**src/rtl/adder_rr_scheduler.sv**
```systemverilog
// Round-robin scheduler that shares one external adder between two FWFT input FIFOs.
// Each granted word drives the adder, waits ADD_LATENCY cycles, then writes a source-tagged sum.
module adder_rr_scheduler #(
  parameter int DATA_WIDTH  = 32,
  parameter int OP_WIDTH    = 4,
  parameter int ADD_LATENCY = 1,
  parameter int CNT_WIDTH   = 16
) (
  input  logic                  clock,
  input  logic                  reset_n,
  input  logic                  ch0_empty,
  output logic                  ch0_rd,
  input  logic [DATA_WIDTH-1:0] ch0_din,
  input  logic                  ch1_empty,
  output logic                  ch1_rd,
  input  logic [DATA_WIDTH-1:0] ch1_din,
  input  logic                  data_full,
  output logic                  data_wr,
  output logic [DATA_WIDTH-1:0] data_dout,
  output logic [OP_WIDTH-1:0]   add_in1,
  output logic [OP_WIDTH-1:0]   add_in2,
  input  logic [OP_WIDTH:0]     add_out,
  output logic                  busy,
  output logic [CNT_WIDTH-1:0]  ch0_done_cnt,
  output logic [CNT_WIDTH-1:0]  ch1_done_cnt
);
  localparam int LAT_W = $clog2(ADD_LATENCY + 1);
  localparam int PAD_W = DATA_WIDTH - OP_WIDTH - 2;

  typedef enum logic [1:0] {S_IDLE, S_WAIT, S_WRITE} state_t;

  state_t                state_reg, state_next;
  logic                  last_grant_reg, last_grant_next;
  logic                  src_reg, src_next;
  logic [LAT_W-1:0]      cnt_reg, cnt_next;
  logic [OP_WIDTH:0]     sum_reg, sum_next;
  logic                  ch0_rd_reg, ch0_rd_next;
  logic                  ch1_rd_reg, ch1_rd_next;
  logic                  data_wr_reg, data_wr_next;
  logic [DATA_WIDTH-1:0] data_dout_reg, data_dout_next;
  logic [OP_WIDTH-1:0]   add_in1_reg, add_in1_next;
  logic [OP_WIDTH-1:0]   add_in2_reg, add_in2_next;
  logic                  busy_reg, busy_next;
  logic [CNT_WIDTH-1:0]  ch0_done_reg, ch0_done_next;
  logic [CNT_WIDTH-1:0]  ch1_done_reg, ch1_done_next;

  logic                  grant_valid;
  logic                  grant_ch;
  logic [2*OP_WIDTH-1:0] grant_ops;

  // Only the two operand fields of a FIFO word are meaningful.
  logic unused_din_bits;
  assign unused_din_bits = ^{ch0_din[DATA_WIDTH-1:2*OP_WIDTH], ch1_din[DATA_WIDTH-1:2*OP_WIDTH]};

  always_comb begin
    grant_valid = 1'b0;
    grant_ch    = 1'b0;
    if (!ch0_empty && !ch1_empty) begin
      grant_valid = 1'b1;
      grant_ch    = ~last_grant_reg;
    end else if (!ch0_empty) begin
      grant_valid = 1'b1;
      grant_ch    = 1'b0;
    end else if (!ch1_empty) begin
      grant_valid = 1'b1;
      grant_ch    = 1'b1;
    end
    grant_ops = grant_ch ? ch1_din[2*OP_WIDTH-1:0] : ch0_din[2*OP_WIDTH-1:0];
  end

  always_comb begin
    state_next      = state_reg;
    last_grant_next = last_grant_reg;
    src_next        = src_reg;
    cnt_next        = cnt_reg;
    sum_next        = sum_reg;
    ch0_rd_next     = 1'b0;
    ch1_rd_next     = 1'b0;
    data_wr_next    = 1'b0;
    data_dout_next  = data_dout_reg;
    add_in1_next    = add_in1_reg;
    add_in2_next    = add_in2_reg;
    ch0_done_next   = ch0_done_reg;
    ch1_done_next   = ch1_done_reg;

    case (state_reg)
      S_IDLE: begin
        if (grant_valid) begin
          ch0_rd_next  = ~grant_ch;
          ch1_rd_next  = grant_ch;
          add_in1_next = grant_ops[OP_WIDTH-1:0];
          add_in2_next = grant_ops[2*OP_WIDTH-1:OP_WIDTH];
          src_next     = grant_ch;
          cnt_next     = LAT_W'(ADD_LATENCY);
          state_next   = S_WAIT;
        end
      end
      S_WAIT: begin
        cnt_next = cnt_reg - 1'b1;
        // cnt==1 marks the edge ADD_LATENCY cycles after the operands were registered.
        if (cnt_reg == LAT_W'(1)) begin
          sum_next   = add_out;
          state_next = S_WRITE;
        end
      end
      S_WRITE: begin
        if (!data_full) begin
          data_wr_next    = 1'b1;
          data_dout_next  = {src_reg, {PAD_W{1'b0}}, sum_reg};
          last_grant_next = src_reg;
          if (src_reg) ch1_done_next = ch1_done_reg + 1'b1;
          else         ch0_done_next = ch0_done_reg + 1'b1;
          state_next      = S_IDLE;
        end
      end
      default: state_next = S_IDLE;
    endcase

    busy_next = (state_next != S_IDLE);
  end

  always_ff @(posedge clock or negedge reset_n) begin
    if (!reset_n) begin
      state_reg      <= S_IDLE;
      last_grant_reg <= 1'b1;
      src_reg        <= 1'b0;
      cnt_reg        <= '0;
      sum_reg        <= '0;
      ch0_rd_reg     <= 1'b0;
      ch1_rd_reg     <= 1'b0;
      data_wr_reg    <= 1'b0;
      data_dout_reg  <= '0;
      add_in1_reg    <= '0;
      add_in2_reg    <= '0;
      busy_reg       <= 1'b0;
      ch0_done_reg   <= '0;
      ch1_done_reg   <= '0;
    end else begin
      state_reg      <= state_next;
      last_grant_reg <= last_grant_next;
      src_reg        <= src_next;
      cnt_reg        <= cnt_next;
      sum_reg        <= sum_next;
      ch0_rd_reg     <= ch0_rd_next;
      ch1_rd_reg     <= ch1_rd_next;
      data_wr_reg    <= data_wr_next;
      data_dout_reg  <= data_dout_next;
      add_in1_reg    <= add_in1_next;
      add_in2_reg    <= add_in2_next;
      busy_reg       <= busy_next;
      ch0_done_reg   <= ch0_done_next;
      ch1_done_reg   <= ch1_done_next;
    end
  end

  assign ch0_rd       = ch0_rd_reg;
  assign ch1_rd       = ch1_rd_reg;
  assign data_wr      = data_wr_reg;
  assign data_dout    = data_dout_reg;
  assign add_in1      = add_in1_reg;
  assign add_in2      = add_in2_reg;
  assign busy         = busy_reg;
  assign ch0_done_cnt = ch0_done_reg;
  assign ch1_done_cnt = ch1_done_reg;

endmodule

```
**config.mk**
```make
export PLATFORM = sky130hd
export DESIGN_NAME = adder_rr_scheduler
export DESIGN_NICKNAME = d
export VERILOG_FILES = /design/src/rtl/adder_rr_scheduler.sv
export SDC_FILE = /design/constraint.sdc
export NUM_CORES = 1
export LEC_CHECK = 0
export BUFFER_PORTS_ARGS = -buffer_cell sky130_fd_sc_hd__buf_2
export CELL_PAD_IN_SITES_DETAIL_PLACEMENT = 0
export CELL_PAD_IN_SITES_GLOBAL_PLACEMENT = 1
export CORE_UTILIZATION = 35
export DETAILED_ROUTE_END_ITERATION = 8
export PLACE_DENSITY = 0.86
export SLEW_MARGIN = 40
export SYNTH_ARGS = -nofsm -noshare
export SYNTH_HDL_FRONTEND = slang
export SYNTH_SLANG_ARGS = --single-unit
```
**constraint.sdc**
```tcl
create_clock -name clock -period 3.4 [get_ports clock]
set_clock_uncertainty 0.2 [all_clocks]
set_input_delay 0.34 -clock clock [delete_from_list [all_inputs] [get_ports clock]]
set_output_delay 0.34 -clock clock [all_outputs]
set_load 0.005 [all_outputs]
```
==> results of run 1 <==
## layout make-up
type | instances | area, um^2 | area share
Inverter | 4 | 15.0 | 0.00453
Sequential cell | 60 | 1500 | 0.454
Multi-Input combinational cell | 162 | 1050 | 0.317
Clock buffer | 12 | 155 | 0.0468
Clock inverter | 4 | 47.5 | 0.0144
Timing Repair Buffer | 80 | 418 | 0.126
Tap cell | 99 | 124 | 0.0374
## kinds of logic (layout without fill, tap and decap cells)
group           Yosys count  after routing  share of synthesized area
compound gates           15             15                     0.0311
xor+xnor                 30             30                     0.0976
simple gates             70             70                      0.140
fa+ha+maj                 2              2                    0.00929
buf+inv                  35            100                     0.0864
flops                    60             60                      0.558
other cells               1             26                    0.00139
mux                      19             19                     0.0757
## worst min path at each step
stage / from / slack (ns) / end / cells past startpoint
2_1_floorplan: reset_n / -0.16 / add_in1[0]$_DFFE_PN0P_ / 0
3_3_place_gp: add_in1[1]$_DFFE_PN0P_ / 0.26 / add_in1[1]$_DFFE_PN0P_ / 2
3_5_place_dp: reset_n / 0.19 / ch1_done_cnt[8]$_DFFE_PN0P_ / 1
4_1_cts: add_out[3] / 0.02 / sum_reg[3]$_DFFE_PN0P_ / 2
5_1_grt: add_out[1] / 0.02 / sum_reg[1]$_DFFE_PN0P_ / 2
6_report: add_out[3] / 0.04 / sum_reg[3]$_DFFE_PN0P_ / 2
## metal layers
layer	up-vias	routed length, um
met5	-	0
met4	0	30
met3	3	333
met2	69	2290
met1	847	2280
li1	903	-
## per-stage QoR
stage                     setup WS [ns]  area, um^2
after CTS                          1.47        3310
after detailed placement           1.50        3100
final                              1.50        3310
after global placement             1.51        3100
after global routing               1.32        3310
after floorplan                    1.72        2790
## power breakdown
group	switching (mW)	total (mW)	internal (mW)	leakage, nW
combinational	0.242	0.518	0.276	0.847
clock	0.262	0.638	0.376	0.102
sequential	0.138	1.05	0.911	0.772
total	0.642	2.20	1.56	1.72
## timing repair
action | CTS | global route
setup buffers | 0 | 0
endpoints found under the setup margin | 0 | 0
endpoints found under the hold margin | 45 | 0
hold buffers | 1 | 0
## worst register-to-register path, cell delays in order, from the launching register on
cell and delay [ns]:
dfrtp_1 0.46, nand4bb_1 0.30, nor3_1 0.48, nand4_1 0.19, xnor2_1 0.17
## cells in the final DEF, fill, tap and decap left out, types with 2 or more instances in the layout
cell type / count
inv_1: 4
nand3b_1: 2
conb_1: 26
buf_4: 5
ha_1: 2
nor2_1: 6
mux2_2: 11
nand4_1: 10
a21o_1: 2
and3_1: 5
clkbuf_8: 11
clkinv_2: 2
xor2_1: 9
buf_2: 74
dfrtp_1: 59
nor3b_1: 2
nand2b_1: 3
nor3_1: 3
o21ai_0: 11
nand3_1: 7
xnor2_1: 21
mux2i_1: 8
and4_1: 2
nand2_1: 23
==> run_results.csv, run 1 <==
group,metric,value,unit
synth,yosys_register_bits,60,
worst_setup_path,cp_cell_sequence,"nand4bb_1 -> nor3_1 -> nand4_1 -> xnor2_1",
final_layout,antenna_cells,0,
synth,synth_cell_types,33,
synth,synth_flop_cell,"dfrtp_1",
clocking,htreeDepth,3,
floorplanning,num_io_pins,150,
final_layout,syn2layout_area_growth,23.0,%
grt,grt_overflow_total,0,
grt,antenna_found_initial,0,
timing,setup_viol,0,
grt,use_met1,0.170,
timing,fmax,0.525,GHz
timing,timing_hold_violations_final,0,
routing,dr.pass1.iters,4,
clocking,cts-root-buf,"clkbuf_8",
power,ir_drop,337,uV
grt,top_usage_layer,"met2",
grt,grt_pass1_wl,8360,um
clocking,numCtsBuffers,9,
clocking,cts_num_sinks,60,
final_layout,n_fill_cell,680,
timing,tns,0,ns
grt,track_usage,0.130,
place,place.port_buffers,75,
hold_path,hold_path_class,"input pin to flip-flop",
worst_setup_path,critPathArrivalTime,1.92,ns
worst_setup_path,cp.depth,4,
final_layout,final-instance-count-excl-fill,421,
clocking,path_clk_slew,0.07,ns
final_layout,drive_above_1_share,0.329,
synth,synthArstFlopShare,1.00,
grt,grt_pass1_vias,1760,
timing,drv_slew,0,
floorplanning,die_w,89.7,um
clocking,cts_tree,"done",
power,power_leakage,1.72,nW
routing,drt.antenna.violating_nets,0,
synth,netlist_area,2690,um^2
routing,drt_iter0_drc,39,
final_layout,fin_util,0.452,
worst_setup_path,reg2reg_to,"ch0_done_cnt[15]$_DFFE_PN0P_",
routing,via_count,1822,
worst_setup_path,r2r_start,"state_reg[0]$_DFF_PN0_",
synth,yosysWarnings,0,
floorplanning,core_area,7330,um^2
worst_setup_path,worstSetupPathType,"flip-flop to flip-flop",
timing,post-route-min-period,1.90,ns
worst_setup_path,reg2reg_depth,4,
worst_setup_path,cp-start-kind,"flip-flop",
outcome,outcome,"finished clean",
synth,yosys-top-cells-area,"dfrtp_1 55%, buf_4 7.2%, xnor2_1 6.8%, mux2_2 4.6%, nand2_1 3.2%",
clocking,cts_buffer_depth,2,
worst_setup_path,cp_slowest_cell,"nor3_1",
synth,synth_area_per_cell,11.6,um^2
clocking,clk_latency,0.33,ns
place,routabilityCongestion,0.738,
worst_setup_path,cp_max_fo,8,
power,power,2.20,mW
worst_setup_path,crit_start,"state_reg[0]$_DFF_PN0_",
floorplanning,die_y,89.7,um
clocking,cts_resized,0,
floorplanning,die_area,8050,um^2
worst_setup_path,crit_family,"simple AND/OR/NAND/NOR gates",
routing,wl_per_cell,11.7,um
place,hpwlAfterDp,3600,um
final_layout,fin_nets,393,
timing,rsz0062_at_grt,"false",
worst_setup_path,path_buf_inv,0,
worst_setup_path,critPathRequiredTime,3.41,ns
grt,gr-usage-met3,0.0584,
worst_setup_path,crit_end,"ch0_done_cnt[15]$_DFFE_PN0P_",
power,power_density,665,nW/um^2
synth,syn_inst,232,
routing,drc_errors,0,
worst_setup_path,max_stage_delay,0.48,ns
timing,fin_crit_sh,0.560,
floorplanning,core.rowCount,31,
floorplanning,start_util,0.367,
timing,max-slew-margin-rel,0.601,
synth,yosysMostFrequentCell,"dfrtp_1",
place,dp.cells,404,
job,maxCapViolations,0,
timing,tightest_slew,0.598,ns
synth,yosys.area.top_type,"dfrtp_1",
grt,use_met2,0.199,
synth,ys_top_cells_by_count,"59 x dfrtp_1, 26 x buf_4, 23 x nand2_1",
synth,yosysSeqAreaShare,0.558,
grt,grt_max_degree,48,
routing,wl,4930,um
synth,synth_edf_count,0,
timing,holdWs,0.0408,ns
worst_setup_path,rrSetupSlack,1.50,ns
synth,synth_top_area_frac,0.548,
worst_setup_path,crit_path_end_kind,"flip-flop",
routing,viasPerCell,4.33,
Power figures use the tool's default switching activity.
==> run 2: changes to the inputs <==
--- a/config.mk
+++ b/config.mk
@@ -8,9 +8,9 @@
 export BUFFER_PORTS_ARGS = -buffer_cell sky130_fd_sc_hd__buf_2
 export CELL_PAD_IN_SITES_DETAIL_PLACEMENT = 0
 export CELL_PAD_IN_SITES_GLOBAL_PLACEMENT = 1
-export CORE_UTILIZATION = 35
+export CORE_UTILIZATION = 29
 export DETAILED_ROUTE_END_ITERATION = 8
-export PLACE_DENSITY = 0.86
+export PLACE_DENSITY = 0.76
 export SLEW_MARGIN = 40
 export SYNTH_ARGS = -nofsm -noshare
 export SYNTH_HDL_FRONTEND = slang
==> constraint.sdc (replaced) <==
create_clock -name clock -period 1.7 [get_ports clock]
set_clock_uncertainty 0.2 [all_clocks]
set_input_delay 0.17 -clock clock [delete_from_list [all_inputs] [get_ports clock]]
set_output_delay 0.17 -clock clock [all_outputs]
set_load 0.005 [all_outputs]
==> run 2 against run 1 <==
Effect of this change: largest cell class unchanged; sequential share of layout area fell by 5.6 points; global-route usage fell by 0.18 points; highest routed layer unchanged; the run now ends with setup timing left; combinational power rose to 2.9 times the previous value; cell count rose by 13%.
==> run_results.csv, run 2 (synthesized netlist as in run 1, its figures left out) <==
group,metric,value,unit
final_layout,layout_common_cells,"75 x buf_2, 59 x dfrtp_1, 26 x conb_1, 26 x buf_4, 24 x dlygate4sd3_1",
routing,wl_per_cell,12.3,um
power,power_leakage,1.95,nW
power,combPwrFrac,0.326,
worst_setup_path,crit_path_end_kind,"flip-flop",
final_layout,finalInstanceArea,3780,um^2
worst_setup_path,reg2reg_depth,5,
clocking,cts-root-buf,"clkbuf_8",
clocking,clk_latency,0.33,ns
place,place_area,3290,um^2
power,power,4.61,mW
clocking,htreeDepth,3,
worst_setup_path,crit_start,"state_reg[0]$_DFF_PN0_",
floorplanning,start_util,0.304,
power,ir_drop,598,uV
clocking,cts_num_sinks,60,
grt,antenna_found_initial,0,
place,hpwlAfterDp,3870,um
timing,timing_hold_violations_final,0,
routing,viasPerCell,4.35,
clocking,numCtsBuffers,9,
clocking,path_clk_slew,0.06,ns
routing,via_count,2064,
final_layout,fin_util,0.427,
floorplanning,core.rowCount,34,
place,place.port_buffers,75,
worst_setup_path,critPathArrivalTime,1.71,ns
grt,track_usage,0.129,
worst_setup_path,cp_max_fo,5,
job,maxCapViolations,0,
timing,rsz0062_at_grt,"true",
power,power.internal,3.22,mW
routing,wl,5840,um
floorplanning,num_io_pins,150,
worst_setup_path,reg2reg_to,"ch1_done_cnt[6]$_DFFE_PN0P_",
worst_setup_path,critPathRequiredTime,1.71,ns
floorplanning,die_w,98.4,um
place,routabilityCongestion,0.745,
routing,drc_errors,0,
timing,setup_viol,4,
clocking,cts_buffer_depth,2,
final_layout,fin_nets,440,
timing,fmax,0.587,GHz
outcome,outcome,"finished, violations left",
final_layout,layout_commonest_cell,"buf_2",
timing,setup_ws,-0.00485,ns
final_layout,syn2layout_area_growth,40.3,%
floorplanning,die_y,98.4,um
final_layout,drive_above_1_share,0.376,
timing,drv_slew,0,
grt,grt_pass1_vias,2104,
power,clkPwrFrac,0.231,
grt,grt_max_degree,61,
timing,post-route-min-period,1.70,ns
grt,grt_overflow_total,0,
place,dp.cells,434,
final_layout,antenna_cells,0,
final_layout,final-instance-count-excl-fill,475,
clocking,cts_tree,"done",
routing,drt.antenna.violating_nets,0,
power,seqPwrFrac,0.443,
grt,grt_pass1_wl,9780,um
floorplanning,core_area,8850,um^2
routing,drt_iter0_drc,40,
worst_setup_path,cp-start-kind,"flip-flop",
routing,dr.pass1.iters,6,
power,p_switching,1.39,mW
outcome,violations,"setup timing",
floorplanning,die_area,9670,um^2
hold_path,hold_path_class,"input pin to flip-flop",
worst_setup_path,crit_end,"ch1_done_cnt[6]$_DFFE_PN0P_",
worst_setup_path,worstSetupPathType,"flip-flop to flip-flop",
worst_setup_path,r2r_start,"state_reg[0]$_DFF_PN0_",
power,p_sw_frac,0.301,
timing,fin_crit_sh,1.00,
worst_setup_path,rrSetupSlack,-0.005,ns
power,power_density,1220,nW/um^2
==> run 2: cell count changes in the layout (fill, tap and decap cells not counted), sizes merged <==
cell	delta
buf	+24
bufinv	-1
clkbuf	-1
clkinv	+1
clkinvlp	-1
dlygate4sd3	+23
==> run 2: worst min path at each step <==
stage                                    to  cells after the start      start  slack, ns
2_1_floorplan        add_in1[0]$_DFFE_PN0P_                      0    reset_n      -0.33
3_3_place_gp    ch1_done_cnt[9]$_DFFE_PN0P_                      2    reset_n      0.002
3_5_place_dp   ch1_done_cnt[11]$_DFFE_PN0P_                      2    reset_n      0.008
4_1_cts                    ch0_rd$_DFF_PN0_                      4  ch0_empty      0.009
5_1_grt                      busy$_DFF_PN0_                      3  ch0_empty       0.04
6_report                     busy$_DFF_PN0_                      3  ch0_empty       0.01
==> run 2: worst max-delay path: stages (launching register included) <==
cell	delay (ns)
dfrtp_1	0.41
nor4bb_2	0.27
buf_4	0.17
nand4_1	0.22
buf_4	0.22
xnor2_1	0.11
==> run 2: area by class of cell <==
| type | count | area, um^2 |
|---|---|---|
| Sequential cell | 60 | 1500 |
| Fill cell | 859 | 5070 |
| Timing Repair Buffer | 127 | 851 |
| Multi-Input combinational cell | 162 | 1120 |
| Tap cell | 108 | 135 |
| Clock inverter | 3 | 15.0 |
| Clock buffer | 11 | 141 |
| Inverter | 4 | 15.0 |
==> run 2: repair_timing <==
| item | CTS | global route |
|---|---|---|
| pin swaps | 4 | 1 |
| gates resized for setup | 5 | 6 |
| buffers inserted | 0 | 3 |
| gates cloned | 0 | 0 |
| hold endpoints to repair | 77 | 0 |
| setup endpoints to repair | 11 | 22 |
| hold buffers | 24 | 0 |
==> run 2: power groups by stage <==
stage / Clock, mW / Combinational (mW) / Sequential [mW]
after floorplan: 0 / 0.641 / 2.10
after global placement: 0 / 1.38 / 2.04
after detailed placement: 0 / 1.40 / 2.05
after CTS: 1.12 / 1.45 / 2.03
after global routing: 1.18 / 1.69 / 2.09
final: 1.07 / 1.50 / 2.04
==> run 2: metal layers <==
layer	vias to the layer above	GRT usage	part of all wire
li1	1000	-	-
met1	992	0.148	0.42
met2	70	0.219	0.51
met3	2	0.0623	0.066
met4	0	0.0218	0.0026
met5	-	0	0
==> run 2: through the flow <==
step / worst slack, ns / TNS [ns] / hold slack (ns)
final: -0.00485 / -0.00970 / 0.0134
after global routing: -0.156 / -1.30 / 0.0361
after CTS: -0.0631 / -0.272 / 0.00864
after detailed placement: -0.0789 / -0.320 / 0.00814
after global placement: -0.0688 / -0.231 / 0.00239
after floorplan: 0.0176 / 0 / -0.326
==> run 3: changes to the inputs <==
--- a/config.mk
+++ b/config.mk
@@ -8,8 +8,10 @@
 export BUFFER_PORTS_ARGS = -buffer_cell sky130_fd_sc_hd__buf_2
 export CELL_PAD_IN_SITES_DETAIL_PLACEMENT = 0
 export CELL_PAD_IN_SITES_GLOBAL_PLACEMENT = 1
+export CORE_MARGIN = 5
 export CORE_UTILIZATION = 29
 export DETAILED_ROUTE_END_ITERATION = 8
+export HOLD_SLACK_MARGIN = 0.12
 export PLACE_DENSITY = 0.76
 export SLEW_MARGIN = 40
 export SYNTH_ARGS = -nofsm -noshare
==> run 3 against run 2 <==
Effect of this change: the run ends with hold timing, setup timing left; setup slack got worse by 0.030 ns; design area decreased by 0.53%; global-route usage decreased by 1.7 points; clock-buffer cell count increased by 2; critical path depth unchanged; largest power group unchanged; sequential power about the same; power decreased by 1.3%; hold slack got worse by 0.038 ns; highest routed layer unchanged.
==> run_results.csv, run 3 (synthesized netlist as in run 1, its figures left out) <==
group,metric,value,unit
worst_setup_path,path_buf_inv,1,
timing,rsz0062_at_grt,"true",
floorplanning,core_area,9150,um^2
timing,setup_ws,-0.0344,ns
final_layout,fin_nets,438,
worst_setup_path,reg2reg_depth,5,
power,power,4.55,mW
timing,tns,-0.117,ns
job,maxCapViolations,0,
worst_setup_path,critPathRequiredTime,1.71,ns
floorplanning,start_util,0.294,
timing,drv_slew,0,
grt,grt_overflow_total,0,
clocking,htreeDepth,3,
clocking,hold_buffers,25,
timing,post-route-min-period,1.73,ns
final_layout,syn2layout_area_growth,39.5,%
floorplanning,die_area,11300,um^2
grt,track_usage,0.111,
place,routabilityCongestion,0.767,
final_layout,layout_common_cells,"75 x buf_2, 59 x dfrtp_1, 26 x conb_1, 24 x dlygate4sd3_1",
final_layout,antenna_cells,0,
power,power_density,1210,nW/um^2
worst_setup_path,r2r_start,"state_reg[0]$_DFF_PN0_",
final_layout,n_fill_cell,887,
grt,grt_pass1_vias,2160,
grt,antenna_found_initial,0,
routing,wl_per_cell,12.4,um
clocking,path_clk_slew,0.07,ns
clocking,clk_latency,0.33,ns
final_layout,multiInputGateArea,1100,um^2
floorplanning,die_y,106,um
final_layout,seqCellArea,1500,um^2
final_layout,drive_above_1_share,0.368,
worst_setup_path,crit_family,"simple AND/OR/NAND/NOR gates",
timing,timing_hold_violations_final,1,
routing,drc_errors,0,
worst_setup_path,cp_max_fo,5,
timing,setup_viol,4,
routing,dr.pass1.iters,4,
outcome,outcome,"finished, violations left",
final_layout,layout_commonest_cell,"buf_2",
worst_setup_path,max_stage_delay,0.41,ns
clocking,cts_buffer_depth,2,
place,hpwlAfterDp,4190,um
hold_path,hold_path_class,"input pin to flip-flop",
grt,grt_max_degree,61,
hold_path,hold_end,"state_reg[1]$_DFF_PN0_",
clocking,cts_tree,"done",
power,ir_drop,564,uV
clocking,numCtsBuffers,9,
place,dp_slack,-0.111,ns
floorplanning,core.rowCount,35,
clocking,cts_num_sinks,60,
worst_setup_path,crit_path_end_kind,"flip-flop",
power,power_leakage,1.93,nW
worst_setup_path,cp-start-kind,"flip-flop",
place,place_area,3290,um^2
worst_setup_path,cp_cell_sequence,"nor4bb_1 -> buf_4 -> nand4_1 -> nand2b_1 -> xnor2_1",
floorplanning,die_w,106,um
worst_setup_path,reg2reg_to,"ch1_done_cnt[14]$_DFFE_PN0P_",
worst_setup_path,cp_slowest_cell,"dfrtp_1",
routing,viasPerCell,4.32,
place,place.port_buffers,75,
outcome,violations,"hold timing, setup timing",
timing,fmax,0.577,GHz
timing,fin_crit_sh,1.02,
grt,grt_pass1_wl,9980,um
worst_setup_path,critPathArrivalTime,1.75,ns
floorplanning,num_io_pins,150,
timing,holdWs,-0.0251,ns
worst_setup_path,rrSetupSlack,-0.03,ns
hold_path,hp-start,"data_full",
worst_setup_path,worstSetupPathType,"flip-flop to flip-flop",
routing,wl,5940,um
routing,drt_iter0_drc,41,
hold_path,hold-path-cell-count,3,
routing,drt.antenna.violating_nets,0,
clocking,cts-root-buf,"clkbuf_8",
routing,via_count,2065,
final_layout,finalInstanceArea,3760,um^2
==> run 3: area by class of cell <==
type,count,share of cell area
timing repair buffer,125,0.223
clock inverter,3,0.00400
tap,111,0.0370
clock buffer,13,0.0396
multi-input combinational,162,0.292
sequential,60,0.400
inverter,4,0.00400
==> run 3: per-stage QoR <==
step	util	cells
after floorplan	-	257
after global placement	0.359	436
after detailed placement	0.359	436
after CTS	0.406	478
after global routing	0.411	478
final	0.411	478
==> run 3: what timing repair did <==
item | 4_1_cts | 5_1_grt
setup buffers | 1 | 1
pin swaps | 4 | 0
setup endpoints to repair | 13 | 28
gates resized for setup | 3 | 8
endpoints found under the hold margin | 79 | 3
==> run 3: tightest hold or removal path, stage by stage <==
cell,delay (ns)
buf_2,0.13
nand3b_1,0.11
nand2_1,0.06
==> run 3: per-layer routing <==
layer  wire, um  global-route usage  up-vias  share of wire
met3        461              0.0455        8          0.078
met4         86              0.0444        0          0.014
met1       2480               0.125      988           0.42
met5          0                   0        -              0
li1           -                   -      999              -
met2       2910               0.188       70           0.49
==> run 3: report_power, final <==
part / leakage (nW) / switching [mW] / internal (mW) / total (mW)
clock network: 0.0872 / 0.526 / 0.563 / 1.09
registers: 0.772 / 0.203 / 1.82 / 2.02
logic: 1.07 / 0.639 / 0.798 / 1.44
==> run 3: worst max path at each step <==
stage	start	to	slack, ns	cells past startpoint
5_1_grt	state_reg[0]$_DFF_PN0_	ch1_done_cnt[12]$_DFFE_PN0P_	-0.20	5
3_5_place_dp	state_reg[0]$_DFF_PN0_	ch1_done_cnt[12]$_DFFE_PN0P_	-0.11	5
6_report	state_reg[0]$_DFF_PN0_	ch1_done_cnt[14]$_DFFE_PN0P_	-0.03	5
3_3_place_gp	state_reg[0]$_DFF_PN0_	ch1_done_cnt[12]$_DFFE_PN0P_	-0.08	5
4_1_cts	state_reg[0]$_DFF_PN0_	ch1_done_cnt[14]$_DFFE_PN0P_	-0.07	5
2_1_floorplan	state_reg[0]$_DFF_PN0_	ch1_done_cnt[9]$_DFFE_PN0P_	0.02	5
